`src/rtl/fetch_unit_param_if.sv`:
```
// rtl/fetch_unit_param_if.sv - control/imem-side bundle for the fetch PC sequencer
interface fetch_unit_param_if #(
    parameter int PC_W  = 8,
    parameter int CNT_W = 32
);
    logic             start;
    logic [PC_W-1:0]  start_addr;
    logic             taken;
    logic [PC_W-1:0]  target;
    logic             halt;
    logic             stall;
    logic [PC_W-1:0]  pc_o;
    logic             running_o;
    logic             halted_o;
    logic [CNT_W-1:0] cycle_cnt_o;
    logic [CNT_W-1:0] fetch_cnt_o;

    modport master (
        output start, start_addr, taken, target, halt, stall,
        input  pc_o, running_o, halted_o, cycle_cnt_o, fetch_cnt_o
    );

    modport slave (
        input  start, start_addr, taken, target, halt, stall,
        output pc_o, running_o, halted_o, cycle_cnt_o, fetch_cnt_o
    );
endinterface

```
`src/rtl/fetch_unit_param.sv`:
```
// rtl/fetch_unit_param.sv - PC sequencer with stall-latched redirect, halt and perf counters
// Optional feature macro: FETCH_PERF_CNT_EN builds the saturating cycle/fetch counters.
module fetch_unit_param #(
    parameter int PC_W   = 8,
    parameter int PC_INC = 1,
    parameter int CNT_W  = 32
) (
    input  logic                 f_clk,
    input  logic                 f_reset,
    fetch_unit_param_if.slave    bus
);

    typedef enum logic [1:0] {
        S_IDLE   = 2'd0,
        S_RUN    = 2'd1,
        S_HALTED = 2'd2
    } state_e;

    state_e          state_q, state_d;
    logic [PC_W-1:0] pc_q, pc_d;
    logic            pend_vld_q, pend_vld_d;
    logic [PC_W-1:0] pend_tgt_q, pend_tgt_d;

    always_ff @(posedge f_clk) begin
        if (f_reset) begin
            state_q    <= S_IDLE;
            pc_q       <= '0;
            pend_vld_q <= 1'b0;
            pend_tgt_q <= '0;
        end else begin
            state_q    <= state_d;
            pc_q       <= pc_d;
            pend_vld_q <= pend_vld_d;
            pend_tgt_q <= pend_tgt_d;
        end
    end

    always_comb begin
        state_d = state_q;
        if (bus.start) begin
            state_d = S_RUN;
        end else if (state_q == S_RUN && bus.halt) begin
            state_d = S_HALTED;
        end
    end

    // Live target beats a latched one; a stalled taken only updates the latch.
    always_comb begin
        pc_d       = pc_q;
        pend_vld_d = pend_vld_q;
        pend_tgt_d = pend_tgt_q;
        if (bus.start) begin
            pc_d       = bus.start_addr;
            pend_vld_d = 1'b0;
        end else if (state_q == S_RUN) begin
            if (bus.halt) begin
                pend_vld_d = 1'b0;
            end else if (bus.stall) begin
                if (bus.taken) begin
                    pend_tgt_d = bus.target;
                    pend_vld_d = 1'b1;
                end
            end else if (bus.taken) begin
                pc_d       = bus.target;
                pend_vld_d = 1'b0;
            end else if (pend_vld_q) begin
                pc_d       = pend_tgt_q;
                pend_vld_d = 1'b0;
            end else begin
                pc_d = pc_q + PC_W'(PC_INC);
            end
        end
    end

    always_comb begin
        bus.pc_o      = pc_q;
        bus.running_o = (state_q == S_RUN);
        bus.halted_o  = (state_q == S_HALTED);
    end

`ifdef FETCH_PERF_CNT_EN
    logic [CNT_W-1:0] cyc_cnt_q;
    logic [CNT_W-1:0] fch_cnt_q;
    logic             run_tick;
    logic             fetch_tick;

    assign run_tick   = (state_q == S_RUN) && !bus.halt;
    assign fetch_tick = run_tick && !bus.stall;

    always_ff @(posedge f_clk) begin
        if (f_reset || bus.start) begin
            cyc_cnt_q <= '0;
            fch_cnt_q <= '0;
        end else begin
            if (run_tick && (cyc_cnt_q != '1)) begin
                cyc_cnt_q <= cyc_cnt_q + 1'b1;
            end
            if (fetch_tick && (fch_cnt_q != '1)) begin
                fch_cnt_q <= fch_cnt_q + 1'b1;
            end
        end
    end

    assign bus.cycle_cnt_o = cyc_cnt_q;
    assign bus.fetch_cnt_o = fch_cnt_q;
`else
    assign bus.cycle_cnt_o = '0;
    assign bus.fetch_cnt_o = '0;
`endif

endmodule
```
`src/flat_wrapper.sv`:
```
// flat-port wrapper written by rule: the top's interface ports become plain ports
module fetch_unit_param_flat 
#(
    parameter int PC_W   = 8,
    parameter int PC_INC = 1,
    parameter int CNT_W  = 32
)
  (f_clk, f_reset, bus_start, bus_start_addr, bus_taken, bus_target, bus_halt, bus_stall, bus_pc_o, bus_running_o, bus_halted_o, bus_cycle_cnt_o, bus_fetch_cnt_o);
  fetch_unit_param_if #(.PC_W(PC_W), .CNT_W(CNT_W)) bus_i ();
  input  logic f_clk;
  input  logic f_reset;
  input wire logic [$bits(bus_i.start)-1:0] bus_start;
  input wire logic [$bits(bus_i.start_addr)-1:0] bus_start_addr;
  input wire logic [$bits(bus_i.taken)-1:0] bus_taken;
  input wire logic [$bits(bus_i.target)-1:0] bus_target;
  input wire logic [$bits(bus_i.halt)-1:0] bus_halt;
  input wire logic [$bits(bus_i.stall)-1:0] bus_stall;
  output wire logic [$bits(bus_i.pc_o)-1:0] bus_pc_o;
  output wire logic [$bits(bus_i.running_o)-1:0] bus_running_o;
  output wire logic [$bits(bus_i.halted_o)-1:0] bus_halted_o;
  output wire logic [$bits(bus_i.cycle_cnt_o)-1:0] bus_cycle_cnt_o;
  output wire logic [$bits(bus_i.fetch_cnt_o)-1:0] bus_fetch_cnt_o;
  assign bus_i.start = bus_start;
  assign bus_i.start_addr = bus_start_addr;
  assign bus_i.taken = bus_taken;
  assign bus_i.target = bus_target;
  assign bus_i.halt = bus_halt;
  assign bus_i.stall = bus_stall;
  assign bus_pc_o = bus_i.pc_o;
  assign bus_running_o = bus_i.running_o;
  assign bus_halted_o = bus_i.halted_o;
  assign bus_cycle_cnt_o = bus_i.cycle_cnt_o;
  assign bus_fetch_cnt_o = bus_i.fetch_cnt_o;
  fetch_unit_param #(.PC_W(PC_W), .PC_INC(PC_INC), .CNT_W(CNT_W)) u_core (.f_clk(f_clk), .f_reset(f_reset), .bus(bus_i));
endmodule
```
`config.mk`:
```
export PLATFORM = sky130hd
export DESIGN_NAME = fetch_unit_param_flat
export DESIGN_NICKNAME = d
export VERILOG_FILES = /design/src/rtl/fetch_unit_param_if.sv /design/src/rtl/fetch_unit_param.sv /design/src/flat_wrapper.sv
export SDC_FILE = /design/constraint.sdc
export NUM_CORES = 1
export LEC_CHECK = 0
export CAP_MARGIN = 10
export CELL_PAD_IN_SITES_DETAIL_PLACEMENT = 1
export CELL_PAD_IN_SITES_GLOBAL_PLACEMENT = 1
export CORE_MARGIN = 3
export CORE_UTILIZATION = 28
export DETAILED_ROUTE_END_ITERATION = 8
export HOLD_SLACK_MARGIN = 0.12
export PLACE_DENSITY_LB_ADDON = 0.25
export SETUP_SLACK_MARGIN = 0.3
export SYNTH_ARGS = -nofsm -noshare
export SYNTH_HDL_FRONTEND = slang
export SYNTH_SLANG_ARGS = --single-unit
export TNS_END_PERCENT = 100
```
`constraint.sdc`:
```
create_clock -name f_clk -period 2 [get_ports f_clk]
set_input_delay 0.3 -clock f_clk [delete_from_list [all_inputs] [get_ports f_clk]]
set_output_delay 0.3 -clock f_clk [all_outputs]
set_load 0.02 [all_outputs]
```
* After elaboration in Yosys (flattened, before gate mapping)
Index checks and enable logic that the tools add are counted.
Storage, ports and cells: input port bits 22, logic and storage cells 31, output and inout port bits 74, register bits 19
Operators by class: equal/unequal tests 5, reduce and logical (&&, ||, !) cells 7, $add $sub $neg 1, muxes and demuxes 11, bitwise logic cells 2
Operator list (count):
- $mux W8 | 6
- $add A8 B1 Y8 const B | 1
- $mux W1 | 5
- $reduce_and A5 Y1 | 1
- $ne A2 B2 Y1 const B | 2
- $reduce_bool A2 Y1 | 2
- $ne A3 B3 Y1 const B | 1
- $reduce_and A3 Y1 | 1
- $eq A2 B1 Y1 const B | 1
- $eq A2 B2 Y1 const B | 1
- $not A1 Y1 | 2
- $reduce_and A2 Y1 | 1
- $reduce_or A2 Y1 | 1
- $logic_and A1 B1 Y1 | 1

* Logic depth before layout (Yosys ltp)
depth after elaboration 7, gate-level depth with buffers 5, depth with buffers taken out 5

* Least setup slack after synthesis
Ideal clock, no wire load.
kind reg2reg, start point register u_core.pc_q[0], in the netlist u_core.bus.pc_o[0], end point register u_core.pc_q[6], in the netlist u_core.bus.pc_o[6], clock period less this slack 1.437 ns, required time 1.865 ns, buffers on the path 0, stages on the path, launching flop included 6, setup time 0.135 ns, data arrival time 1.303 ns, slack 0.563 ns, path through dfxtp_1 > ha_1 > inv_1 > o21a_1 > o311ai_1 > a311oi_1
Between the ends: word-level cells in the longest chain between the ends 7
Ends and longest elaborated chain:
- start, declared | line fetch_unit_param.sv:20 | logic [PC_W-1:0] pc_q, pc_d;
- start signal, assigned | line fetch_unit_param.sv:32 | pc_q <= pc_d;
- $add A8 B1 Y8 | line fetch_unit_param.sv:70 | pc_d = pc_q + PC_W'(PC_INC);
- $mux W8 | line fetch_unit_param.sv:66 | end else if (pend_vld_q) begin
- $mux W8 | line fetch_unit_param.sv:63 | end else if (bus.taken) begin
- $mux W8 | line fetch_unit_param.sv:58 | end else if (bus.stall) begin
- $mux W8 | line fetch_unit_param.sv:56 | if (bus.halt) begin
- $mux W8 | line fetch_unit_param.sv:55 | end else if (state_q == S_RUN) begin
- $mux W8 | line fetch_unit_param.sv:52 | if (bus.start) begin
Every way passes these cells. The select of a mux whose other input is x is not followed. A chain may end at the register's enable or synchronous reset.

* Final worst setup path
start point register u_core.pc_q[4], in the netlist u_core.bus.pc_o[4], end point output bus_pc_o[4]
RTL lines:
- end, declared | line flat_wrapper.sv:18 | output wire logic [$bits(bus_i.pc_o)-1:0] bus_pc_o;
No word-level cell between the ends.

==> impl_metrics.yaml <==
detailed_routing:
  wl_met3_um: 314
  avgRoutedWirePerCell_um: 11.75
  drt_iter0_markers: 51
  route.top_layer_used: "met4"
  met2_wirelength_mm: 1.594
  via_per_inst: 4.014
  antenna_left: 0
  routedLengthMet1_mm: 1.524
  vias: 1184
  detail_route.wirelength_mm: 3.466
  drcViolationCount: 0
  detailedRoute.firstPassIterationCount: 4
clock_tree:
  clock_latency_ns: 0.26
  cts.sink_count: 19
  maximum_level_of_the_cts_h_tree: 1
  cts.path.max_buffers: 2
  post_cts_hold_buffer_count: 0
  post-cts-setup-buffer-count: 0
  clk_transition_reported_paths_ns: 0.07
  numCtsBuffers: 3
  tritoncts: "done"
  clock-root-buffer: "clkbuf_8"
global_routing:
  grt_util_all_layers: 0.1028
  global_route_wire_length_before_repair_mm: 5.147
  largest_net_degree_at_the_start_of_global_routing: 21
  grt.overflow.total: 0
  grt_antenna_before_repair: 0
  vias_in_the_first_global_route: 1022
floorplanning:
  die_w_um: 81.34
  dieArea_um2: 6615
  rows: 26
  top_level_ports: 96
  core_um2: 5303
  start_util: 0.2997
  die_height_um: 81.34
power_and_ir_drop:
  pwr_density_cell_nw_per_um2: 563.8
  leakage_nw: 0.8333
  vdd_ir_drop_max_mv: 0.1947
  design_power_total_w: 0.0009975
cells_and_area:
  fillCellCount: 680
  design_area_um2: 1769
  layout-area-overhead-vs-synth_pct: 11.34
  nNetsFinal: 249
  antenna-diode-count: 0
  ff_latch_area_um2: 380.4
  drive_gt1_frac: 0.06667
  multiInputGateArea_um2: 910.9
placed_design:
  post-dp-hpwl_mm: 2.837
  port_buffers: 31
  dpl_cell_area_um2: 1723
  gpl.final_weighted_congestion: 0.7125
logic_synthesis:
  ys_async_sr_fraction: 0
  number_of_enable_flip_flop_cells_after_synthesis: 0
  synth_xor_area_frac: 0.01654
  synth-main-ff-cell: "dfxtp_1"
  syn-mean-instance-area_um2: 8.191
  yosys_warnings: 0
  synthesis.area_um2: 1589
  synth_seq_cells: 19
  post_synth_and_or_nand_nor_area_fraction: 0.1874
  dominant_combinational_cell_family_by_area_after_synthesis: "buffers and inverters"
  synthCells: 194
  yosys.area_share.adder: 0.007874
  synth_seq_area_share: 0.2394
  synth.area.mux_share: 0.06299
  synth_compound_gate_area_share: 0.1472
  synth.lib_cells_used.distinct: 36
timing:
  setup_viol: 0
  report.final.slew_viol_count: 0
  finalHoldViolations: 0
  post-route-min-period_ns: 1.627
  final.period_utilization: 0.8135
  clock-skew-final_ns: 0.005448
  final.hold.worst_slack_ns: 0.4934
  rsz0062_at_grt: "false"
  fin_tns_setup_ns: 0
  fmaxAchievable_ghz: 0.6146
worst_setup_path:
  worstPathArrival_ns: 1.33
  critical-path-max-stage-delay_ns: 0.64
  crit_path_max_fanout: 5
  criticalPathCategory: "reg -> out"
  slowest_stage: "clkdlybuf4s50_1"
  startpoint_type: "flip-flop"
  regToRegSetupSlack_ns: 0.51
  end_kind: "output pin"
  worst_path_dominant_cell_family: "buffers and inverters"
  crit_required_ns: 1.70
  critical_path.n_buffers_inverters: 1
  crit_path_cell_trace: "clkdlybuf4s50_1"
outcome:
  status: "complete, no violations"
flow_run:
  drv.max_cap_violation_count: 0
hold_path:
  timing.hold.worst.class: "reg -> reg"
-- cells in the final DEF (no fill, tap or decap), types with 3 or more instances in the layout --
cell type	instances
nor2_1	24
nor3_1	4
clkbuf_8	3
buf_4	4
o21a_1	3
nand2_1	10
conb_1	64
a311oi_1	4
nand3_1	4
dfxtp_1	19
a211oi_1	3
dlygate4sd2_1	4
clkdlybuf4s50_1	25
mux2i_1	10
a21oi_1	8
nand2b_1	7
xnor2_1	3
-- worst paths after layout --
check | start | endpoint | cells after the start
max | u_core.bus.pc_o[4] | bus_pc_o[4] | 1
min | u_core.pend_tgt_q[3] | u_core.pend_tgt_q[3] | 2
max reg2reg | u_core.bus.pc_o[0] | u_core.bus.pc_o[6] | 5
min reg2reg | u_core.pend_tgt_q[3] | u_core.pend_tgt_q[3] | 2
-- cell families (layout without fill, tap and decap cells) --
kind of cell               count (synthesis)  after routing
buffers and inverters                     72             40
and+or+nand+nor                           57             57
AOI/OAI and AO/OA                         31             31
muxes                                     10             10
other                                      1             64
DFF                                       19             19
xor gates and xnor gates                   3              3
adders and majority gates                  1              1
-- tightest hold or removal path: stages, from the launching register on --
cell	delay, ns
dfxtp_1	0.32
mux2i_1	0.06
nor2_1	0.07
-- registers in the layout, summed over array words and instances (netlist names) --
name	flops
u_core.bus.pc_o	8
u_core.pend_tgt_q	8
u_core.pend_vld_q	1
u_core.state_q	2
-- cell type report --
| cell class | count | share of cell area |
|---|---|---|
| Clock buffer | 3 | 0.02334 |
| Clock inverter | 1 | 0.002829 |
| Tap cell | 70 | 0.04950 |
| Timing Repair Buffer | 35 | 0.1924 |
| Inverter | 1 | 0.002122 |
| Multi-Input combinational cell | 166 | 0.5149 |
| Sequential cell | 19 | 0.2150 |
-- cells in the mapped netlist (3+ instances only) --
library cell | count | area [µm²]
buf_4 | 66 | 495.5
nand2b_1 | 7 | 43.79
dfxtp_1 | 19 | 380.4
nand3_1 | 4 | 20.02
a211oi_1 | 3 | 22.52
a311oi_1 | 4 | 35.03
o21a_1 | 3 | 22.52
xnor2_1 | 3 | 26.28
nand2_1 | 10 | 37.54
nor3_1 | 4 | 20.02
a21oi_1 | 8 | 40.04
nor2_1 | 24 | 90.09
mux2i_1 | 10 | 100.1
-- per-layer routing --
metal | vias to the layer above | track usage
met5 | - | 0
met2 | 53 | 0.1637
li1 | 596 | -
met3 | 2 | 0.02993
met1 | 533 | 0.1313
met4 | 0 | 0.03547
-- through the flow --
step                      cells    util  setup WS [ns]
after floorplan             257       -         0.5627
after global placement      291  0.3249         0.2348
after detailed placement    291  0.3249         0.1858
after CTS                   295  0.3327         0.3209
after global routing        295  0.3336         0.3187
final                       295  0.3336         0.3730
-- where the power goes --
group          switching [W]  internal (W)  leakage (nW)
Combinational       0.000202      0.000103         0.652
Sequential         0.0000270      0.000395         0.156
Clock               0.000131      0.000139        0.0255
Total               0.000360      0.000637         0.833
-- what timing repair did --
action | 4_1_cts | 5_1_grt
setup endpoints to repair | 4 | 2
cloned | 0 | 0
pin swaps | 0 | 0
resized for setup | 4 | 2
No activity file was read; power rests on OpenSTA's default activity.
